## config.mk

```make
export PLATFORM = sky130hd
export DESIGN_NAME = step_ctrl
export DESIGN_NICKNAME = d
export VERILOG_FILES = /design/src/rtl/step_ctrl_pkg.sv /design/src/rtl/step_ctrl_debounce.sv /design/src/rtl/step_ctrl.sv
export SDC_FILE = /design/constraint.sdc
export NUM_CORES = 1
export LEC_CHECK = 0
export BUFFER_PORTS_ARGS = -buffer_cell sky130_fd_sc_hd__buf_2
export CORE_ASPECT_RATIO = 0.6
export CORE_MARGIN = 10
export CORE_UTILIZATION = 59
export DETAILED_ROUTE_END_ITERATION = 7
export PLACE_DENSITY = 0.77
export SLEW_MARGIN = 40
export SYNTH_ARGS = -nofsm -noshare
export SYNTH_HDL_FRONTEND = slang
export SYNTH_SLANG_ARGS = --single-unit
```

## constraint.sdc

```tcl
create_clock -name clk -period 2.4 [get_ports clk]
set_input_delay 0.12 -clock clk [delete_from_list [all_inputs] [get_ports clk]]
set_output_delay 0.12 -clock clk [all_outputs]
set_load 0.01 [all_outputs]
```

## src/rtl/step_ctrl_pkg.sv

```systemverilog
// Shared definitions for the run/single-step front panel: FSM encodings and the
// default debounce interval used by the front-panel inputs.
package step_ctrl_pkg;

  typedef enum logic [1:0] {
    ST_IDLE   = 2'b00,
    ST_RUN    = 2'b01,
    ST_STEP   = 2'b10,
    ST_HALTED = 2'b11
  } state_e;

  // 10 ms at 100 MHz.
  localparam int unsigned DEFAULT_DEBOUNCE_CYCLES = 1000000;

endpackage

```

## src/rtl/step_ctrl_debounce.sv

```systemverilog
// Two-flop synchronizer plus counter debouncer for a raw mechanical input, with a
// single-cycle pulse on each rising edge of the debounced level.
module step_ctrl_debounce
  import step_ctrl_pkg::*;
#(
  parameter int unsigned DEBOUNCE_CYCLES = DEFAULT_DEBOUNCE_CYCLES
) (
  input  logic clk,
  input  logic rst,
  input  logic din,
  output logic dout,
  output logic rise
);

  localparam int unsigned CntW = (DEBOUNCE_CYCLES > 1) ? $clog2(DEBOUNCE_CYCLES) : 1;
  localparam logic [CntW-1:0] CntMax = CntW'(DEBOUNCE_CYCLES - 1);

  logic            sync1_q, sync2_q;
  logic            stable_q;
  logic            rise_q;
  logic [CntW-1:0] cnt_q;

  always_ff @(posedge clk or negedge rst) begin
    if (!rst) begin
      sync1_q  <= 1'b0;
      sync2_q  <= 1'b0;
      stable_q <= 1'b0;
      rise_q   <= 1'b0;
      cnt_q    <= '0;
    end else begin
      sync1_q <= din;
      sync2_q <= sync1_q;
      rise_q  <= 1'b0;
      // Any return to the stable level restarts the qualification window.
      if (sync2_q == stable_q) begin
        cnt_q <= '0;
      end else if (cnt_q == CntMax) begin
        stable_q <= sync2_q;
        rise_q   <= sync2_q;
        cnt_q    <= '0;
      end else begin
        cnt_q <= cnt_q + CntW'(1);
      end
    end
  end

  assign dout = stable_q;
  assign rise = rise_q;

endmodule

```

## src/rtl/step_ctrl.sv

```systemverilog
// Run/single-step controller: turns divider ticks, a step button and a run switch
// into single-cycle processor enables, and parks the core on a halt request.
module step_ctrl
  import step_ctrl_pkg::*;
#(
  parameter int unsigned DEBOUNCE_CYCLES = DEFAULT_DEBOUNCE_CYCLES,
  parameter int unsigned STEP_CNT_W      = 16
) (
  input  logic                  clk,
  input  logic                  rst,
  input  logic                  clk_div,
  input  logic                  step_btn,
  input  logic                  run_sw,
  input  logic                  halt_req,
  output logic                  div_en,
  output logic                  proc_en,
  output logic [1:0]            state,
  output logic [STEP_CNT_W-1:0] step_count
);

  logic                  run_db, run_rise;
  logic                  step_db, step_press;
  logic                  tick;
  state_e                state_q;
  logic                  div_en_q, proc_en_q;
  logic                  clk_div_prev_q, run_db_prev_q;
  logic [STEP_CNT_W-1:0] step_count_q;

  step_ctrl_debounce #(
    .DEBOUNCE_CYCLES(DEBOUNCE_CYCLES)
  ) u_db_run (
    .clk (clk),
    .rst (rst),
    .din (run_sw),
    .dout(run_db),
    .rise(run_rise)
  );

  step_ctrl_debounce #(
    .DEBOUNCE_CYCLES(DEBOUNCE_CYCLES)
  ) u_db_step (
    .clk (clk),
    .rst (rst),
    .din (step_btn),
    .dout(step_db),
    .rise(step_press)
  );

  // clk_div is a data signal from the same domain; only its rising edge matters.
  assign tick = clk_div & ~clk_div_prev_q;

  always_ff @(posedge clk or negedge rst) begin
    if (!rst) begin
      state_q        <= ST_IDLE;
      div_en_q       <= 1'b0;
      proc_en_q      <= 1'b0;
      clk_div_prev_q <= 1'b0;
      run_db_prev_q  <= 1'b0;
      step_count_q   <= '0;
    end else begin
      clk_div_prev_q <= clk_div;
      run_db_prev_q  <= run_db;
      proc_en_q      <= 1'b0;
      unique case (state_q)
        ST_IDLE: begin
          if (run_db) begin
            state_q  <= ST_RUN;
            div_en_q <= 1'b1;
          end else if (step_press) begin
            state_q  <= ST_STEP;
            div_en_q <= 1'b1;
          end
        end
        ST_RUN: begin
          if (halt_req) begin
            state_q  <= ST_HALTED;
            div_en_q <= 1'b0;
          end else if (!run_db) begin
            state_q  <= ST_IDLE;
            div_en_q <= 1'b0;
          end else if (tick) begin
            proc_en_q    <= 1'b1;
            step_count_q <= step_count_q + STEP_CNT_W'(1);
          end
        end
        ST_STEP: begin
          if (halt_req) begin
            state_q  <= ST_HALTED;
            div_en_q <= 1'b0;
          end else if (tick) begin
            proc_en_q    <= 1'b1;
            step_count_q <= step_count_q + STEP_CNT_W'(1);
            state_q      <= ST_IDLE;
            div_en_q     <= 1'b0;
          end
        end
        ST_HALTED: begin
          // Leaving requires the operator to flip run off.
          if (run_db_prev_q && !run_db) begin
            state_q <= ST_IDLE;
          end
        end
        default: begin
          state_q  <= ST_IDLE;
          div_en_q <= 1'b0;
        end
      endcase
    end
  end

  assign state      = state_q;
  assign div_en     = div_en_q;
  assign proc_en    = proc_en_q;
  assign step_count = step_count_q;

endmodule

```

==> results.txt <==
----------------------------------------------------
[Routing]
  Antenna-violating nets left ... 0
  Iter 0 DRT Violations ... 216
  Detailed-routing iteration count for the pre-antenna-repair pass ... 4
  # DRC ... 0
  Total number of vias ... between 2000 and 2500
  Final routed wire length divided by cell count ... 15.1 um
  Vias per cell ... between 5 and 6
  Sum of routed wire length over all layers ... approximately 6700 um

[Floorplan]
  Area enclosed by the die boundary ... a little over 9000 um2
  Die Width ... ~120 um
  Height of the die ... around 80 um
  Row count ... 21
  Top-level port count ... 26
  Initial cell density of the core ... about three fifths
  Core area ... 5540 um2

[Placed design]
  Placed wire-length estimate after detailed placement ... roughly 4800 um
  Post-place setup slack ... between 0.2 and 0.3 ns
  Number of buffers added on ports ... 25
  Placed Instance Area ... between 3000 and 4000 um2
  Global placement routability congestion ... 0.868
  # placed instances ... about 430

[Cells and area]
  End-of-flow core utilization ... 68.0%
  Relative area change from synthesis to final layout ... 12.6%
  Design area ... ~3800 um2
  Fillers ... approximately 430
  Finished Layout Cells ... ~450
  Sequential cell area ... about 1700 um2
  Share of final-layout standard cells stronger than drive strength 1 ... 15.0%
  Nets ... 378
  Multi-input logic area ... between 1500 and 2000 um2
  Antenna diodes ... 0

[Logic synthesis]
  Most numerous cell in the Yosys netlist ... sky130_fd_sc_hd__dfrtp_1
  Mean post-synth cell area ... ~10 um2
  Post-synth EDFFs ... 0
  Synthesized netlist cell count ... 323
  Number of warning messages in the yosys log ... 0
  Unique cell type count in the Yosys netlist ... between 40 and 50
  Top cell type by total area after synthesis ... sky130_fd_sc_hd__dfrtp_1
  Post-synthesis async set-or-reset flop share ... between 90% and 100%
  Top cell types by occurrence after synthesis ... sky130_fd_sc_hd__dfrtp_1 (69), sky130_fd_sc_hd__nor2_1 (38), sky130_fd_sc_hd__xnor2_1 (27)
  Synthesis-stage register bit count ... 69
  Post-synthesis sequential area ratio ... approximately half
  Leading post-synthesis cells by cell area ... sky130_fd_sc_hd__dfrtp_1 (52%), sky130_fd_sc_hd__xnor2_1 (7.1%), sky130_fd_sc_hd__nor2_1 (4.3%)
  Mapped Area ... 3350 um2
  Post-synthesis net count ... 337
  Portion of synthesized cell area occupied by the leading cell type ... between 50% and 60%
  Main synth FF type ... sky130_fd_sc_hd__dfrtp_1

[Clocking]
  Number of buffers inserted by post-CTS setup repair ... 0
  Clock Root Buffer ... sky130_fd_sc_hd__clkbuf_8
  Clock tree from TritonCTS ... done
  Number of sinks on the clock net ... between 60 and 70
  Deepest level of the CTS H-tree ... 3
  Number of clock buffers inserted by TritonCTS ... 9
  Clock slew seen by the registers of the worst setup and hold paths ... 0.07 ns
  Clock latency on the worst-skew pair ... 0.34 ns
  Maximum clock path buffer count ... 2

[Timing]
  Max Freq ... ~0.47 GHz
  Final clock period utilization by the worst path ... roughly nine tenths
  Max Slew Vio Count ... 0
  Final setup vio count ... 0
  Final worst clock skew ... approximately 0.0065 ns
  Shortest period the worst path allows ... 2.12 ns
  TNS Setup ... 0 ns
  Final hold violation count ... 0
  Final worst-path setup slack ... approximately 0.28 ns
  Setup repair after global routing missed its margin ... no
  Normalized max-slew margin ... about three fifths
  Minimum hold slack ... 0.156 ns
  Worst Tran Pin Value ... 0.613 ns

[Flow run]
  Number of maximum-capacitance violations ... 0

[Min path]
  End point of the worst hold path ... proc_en
  Type of the tightest min-delay check ... input port to register
  Min-Delay Startpoint ... halt_req
  Hold path cells ... 4

[Setup path]
  Data arrival time at the worst-slack endpoint ... 2.34 ns
  Crit path capture type ... register
  Ordered list of cells on the worst path ... or4b_1 -> or4_4 -> o31ai_4 -> buf_4 -> nor2_1
  Critical-path top delay cell ... sky130_fd_sc_hd__or4_4
  FF-to-FF Start ... u_db_run.cnt_q[8]
  CP peak stage delay ... 0.55 ns
  Classification of the worst setup path ... register to register
  Setup slack of the most critical reg-to-reg path ... 0.28 ns
  Cell count of the worst reg-to-reg path ... 5
  Capture instance of the worst register-to-register path ... u_db_run.cnt_q[4]
  Kind of start point of the critical path ... register
  Max FO, Critical Path ... 20
  Required time reported for the critical path endpoint ... 2.62 ns

[Pwr]
  Overall power consumption ... approximately 2.5 mW
  PwrDens ... between 600 and 700 nW/um2
  Static leakage ... around 1.7 nW
  Worst voltage drop across the vdd grid ... around 310 uV

[Status]
  Outcome ... completed

[Global route]
  GRT Overall Usage ... ~16%
  Number of antenna violations at the first check in global routing ... 0
  Total grt overflow ... 0
  Vias in the first global route ... 2391
  Wire length of the first global-routing pass ... 11600 um
  Pin count of the biggest net entering global routing ... 70

----------------------------------------------------
==> state kept, by name, summed over array words and instances (netlist names) <==
| name | count |
|---|---|
| u_db_run.dout | 1 |
| u_db_step.sync1_q | 1 |
| u_db_step.dout | 1 |
| u_db_step.rise | 1 |
| u_db_run.sync2_q | 1 |
| state | 2 |
| run_db_prev_q | 1 |
| step_count | 16 |
| u_db_step.cnt_q | 20 |
| div_en | 1 |
| u_db_run.sync1_q | 1 |
| u_db_step.sync2_q | 1 |
| proc_en | 1 |
| u_db_run.cnt_q | 20 |
| clk_div_prev_q | 1 |
==> routing by layer <==
| metal | track usage [%] | up-vias | part of all wire, % | wire length (um) |
|---|---|---|---|---|
| met5 | 0 | - | 0 | 0 |
| met4 | 5.28 | 0 | 0.95 | 64 |
| met3 | 5.69 | 7 | 7.0 | 469 |
| met2 | 21.6 | 71 | 42 | 2810 |
| met1 | 23.0 | 1162 | 50 | 3400 |
| li1 | - | 1208 | - | - |
==> logic make-up (layout without fill, tap and decap cells) <==
kind of cell	after synthesis	in the layout	share of synthesized area (%)
buffers and inverters	21	65	3.06
AO/OA/AOI/OAI	30	30	5.79
adder cells (fa/ha/maj)	8	8	2.99
flip-flops	69	69	51.6
XOR/XNOR	42	42	11.0
AND/OR/NAND/NOR	146	146	23.3
multiplexers	7	7	2.28
==> placed cells by master (no fill, tap or decap), types with 2 or more instances in the layout <==
cell type	Yosys	routed
sky130_fd_sc_hd__nand3_2	2	2
sky130_fd_sc_hd__a21oi_1	12	12
sky130_fd_sc_hd__clkbuf_8	0	9
sky130_fd_sc_hd__mux2i_1	2	2
sky130_fd_sc_hd__or4_4	2	2
sky130_fd_sc_hd__buf_4	0	6
sky130_fd_sc_hd__o31ai_1	3	3
sky130_fd_sc_hd__mux2_2	4	4
sky130_fd_sc_hd__dlygate4sd3_1	0	4
sky130_fd_sc_hd__or4_1	5	5
sky130_fd_sc_hd__and3_1	6	6
sky130_fd_sc_hd__nand3_1	16	16
sky130_fd_sc_hd__nor2b_1	2	2
sky130_fd_sc_hd__nand4b_1	2	2
sky130_fd_sc_hd__inv_1	15	15
sky130_fd_sc_hd__or3_1	7	7
sky130_fd_sc_hd__nor4_1	9	9
sky130_fd_sc_hd__nor2_1	38	38
sky130_fd_sc_hd__nand2_1	15	15
sky130_fd_sc_hd__nand2b_1	2	2
sky130_fd_sc_hd__clkinv_2	0	3
sky130_fd_sc_hd__xnor2_1	27	27
sky130_fd_sc_hd__clkbuf_1	2	2
sky130_fd_sc_hd__xor2_1	15	15
sky130_fd_sc_hd__buf_2	1	25
sky130_fd_sc_hd__nor3b_1	3	3
sky130_fd_sc_hd__ha_1	8	8
sky130_fd_sc_hd__nor3_1	15	15
sky130_fd_sc_hd__dfrtp_1	69	69
sky130_fd_sc_hd__nand4_1	14	14
sky130_fd_sc_hd__o21ai_0	9	9
sky130_fd_sc_hd__and2_1	3	3
==> report_power, final <==
part	switching [mW]	internal, mW	leakage [nW]
Sequential	0.0774	1.23	0.927
Combinational	0.251	0.204	0.645
Clock	0.406	0.359	0.0788
==> what timing repair did <==
action                    4_1_cts  5_1_grt
hold buffers                    4        0
hold endpoints to repair       72        0
resized for setup               0        0
==> area by class of cell <==
class / count / share of cell area [%]
Clock buffer: 11 / 3.48
Clock inverter: 3 / 0.398
Inverter: 15 / 1.49
Multi-Input combinational cell: 233 / 40.3
Sequential cell: 69 / 45.8
Tap cell: 80 / 2.65
Timing Repair Buffer: 36 / 5.87
==> worst max-delay path by stage <==
stage                  startpoint            endpoint  slack (ns)  depth (start not counted)
6_report        u_db_run.cnt_q[8]   u_db_run.cnt_q[4]        0.28                          5
5_1_grt        u_db_run.cnt_q[15]  u_db_run.cnt_q[16]        0.19                          5
4_1_cts         u_db_run.cnt_q[8]   u_db_run.cnt_q[4]        0.28                          5
3_5_place_dp    u_db_run.cnt_q[8]   u_db_run.cnt_q[4]        0.29                          5
3_3_place_gp   u_db_run.cnt_q[15]   u_db_run.cnt_q[3]        0.32                          5
2_1_floorplan  u_db_run.cnt_q[12]       u_db_run.dout        0.38                          5
==> worst max-delay path, delay by kind of cell (launching register included) <==
family	cells	cell delay, ns
AND/OR/NAND/NOR	3	1.14
AO/OA/AOI/OAI	1	0.17
flip-flops	1	0.42
buffers and inverters	1	0.27
No activity file was read; power rests on OpenSTA's default activity.
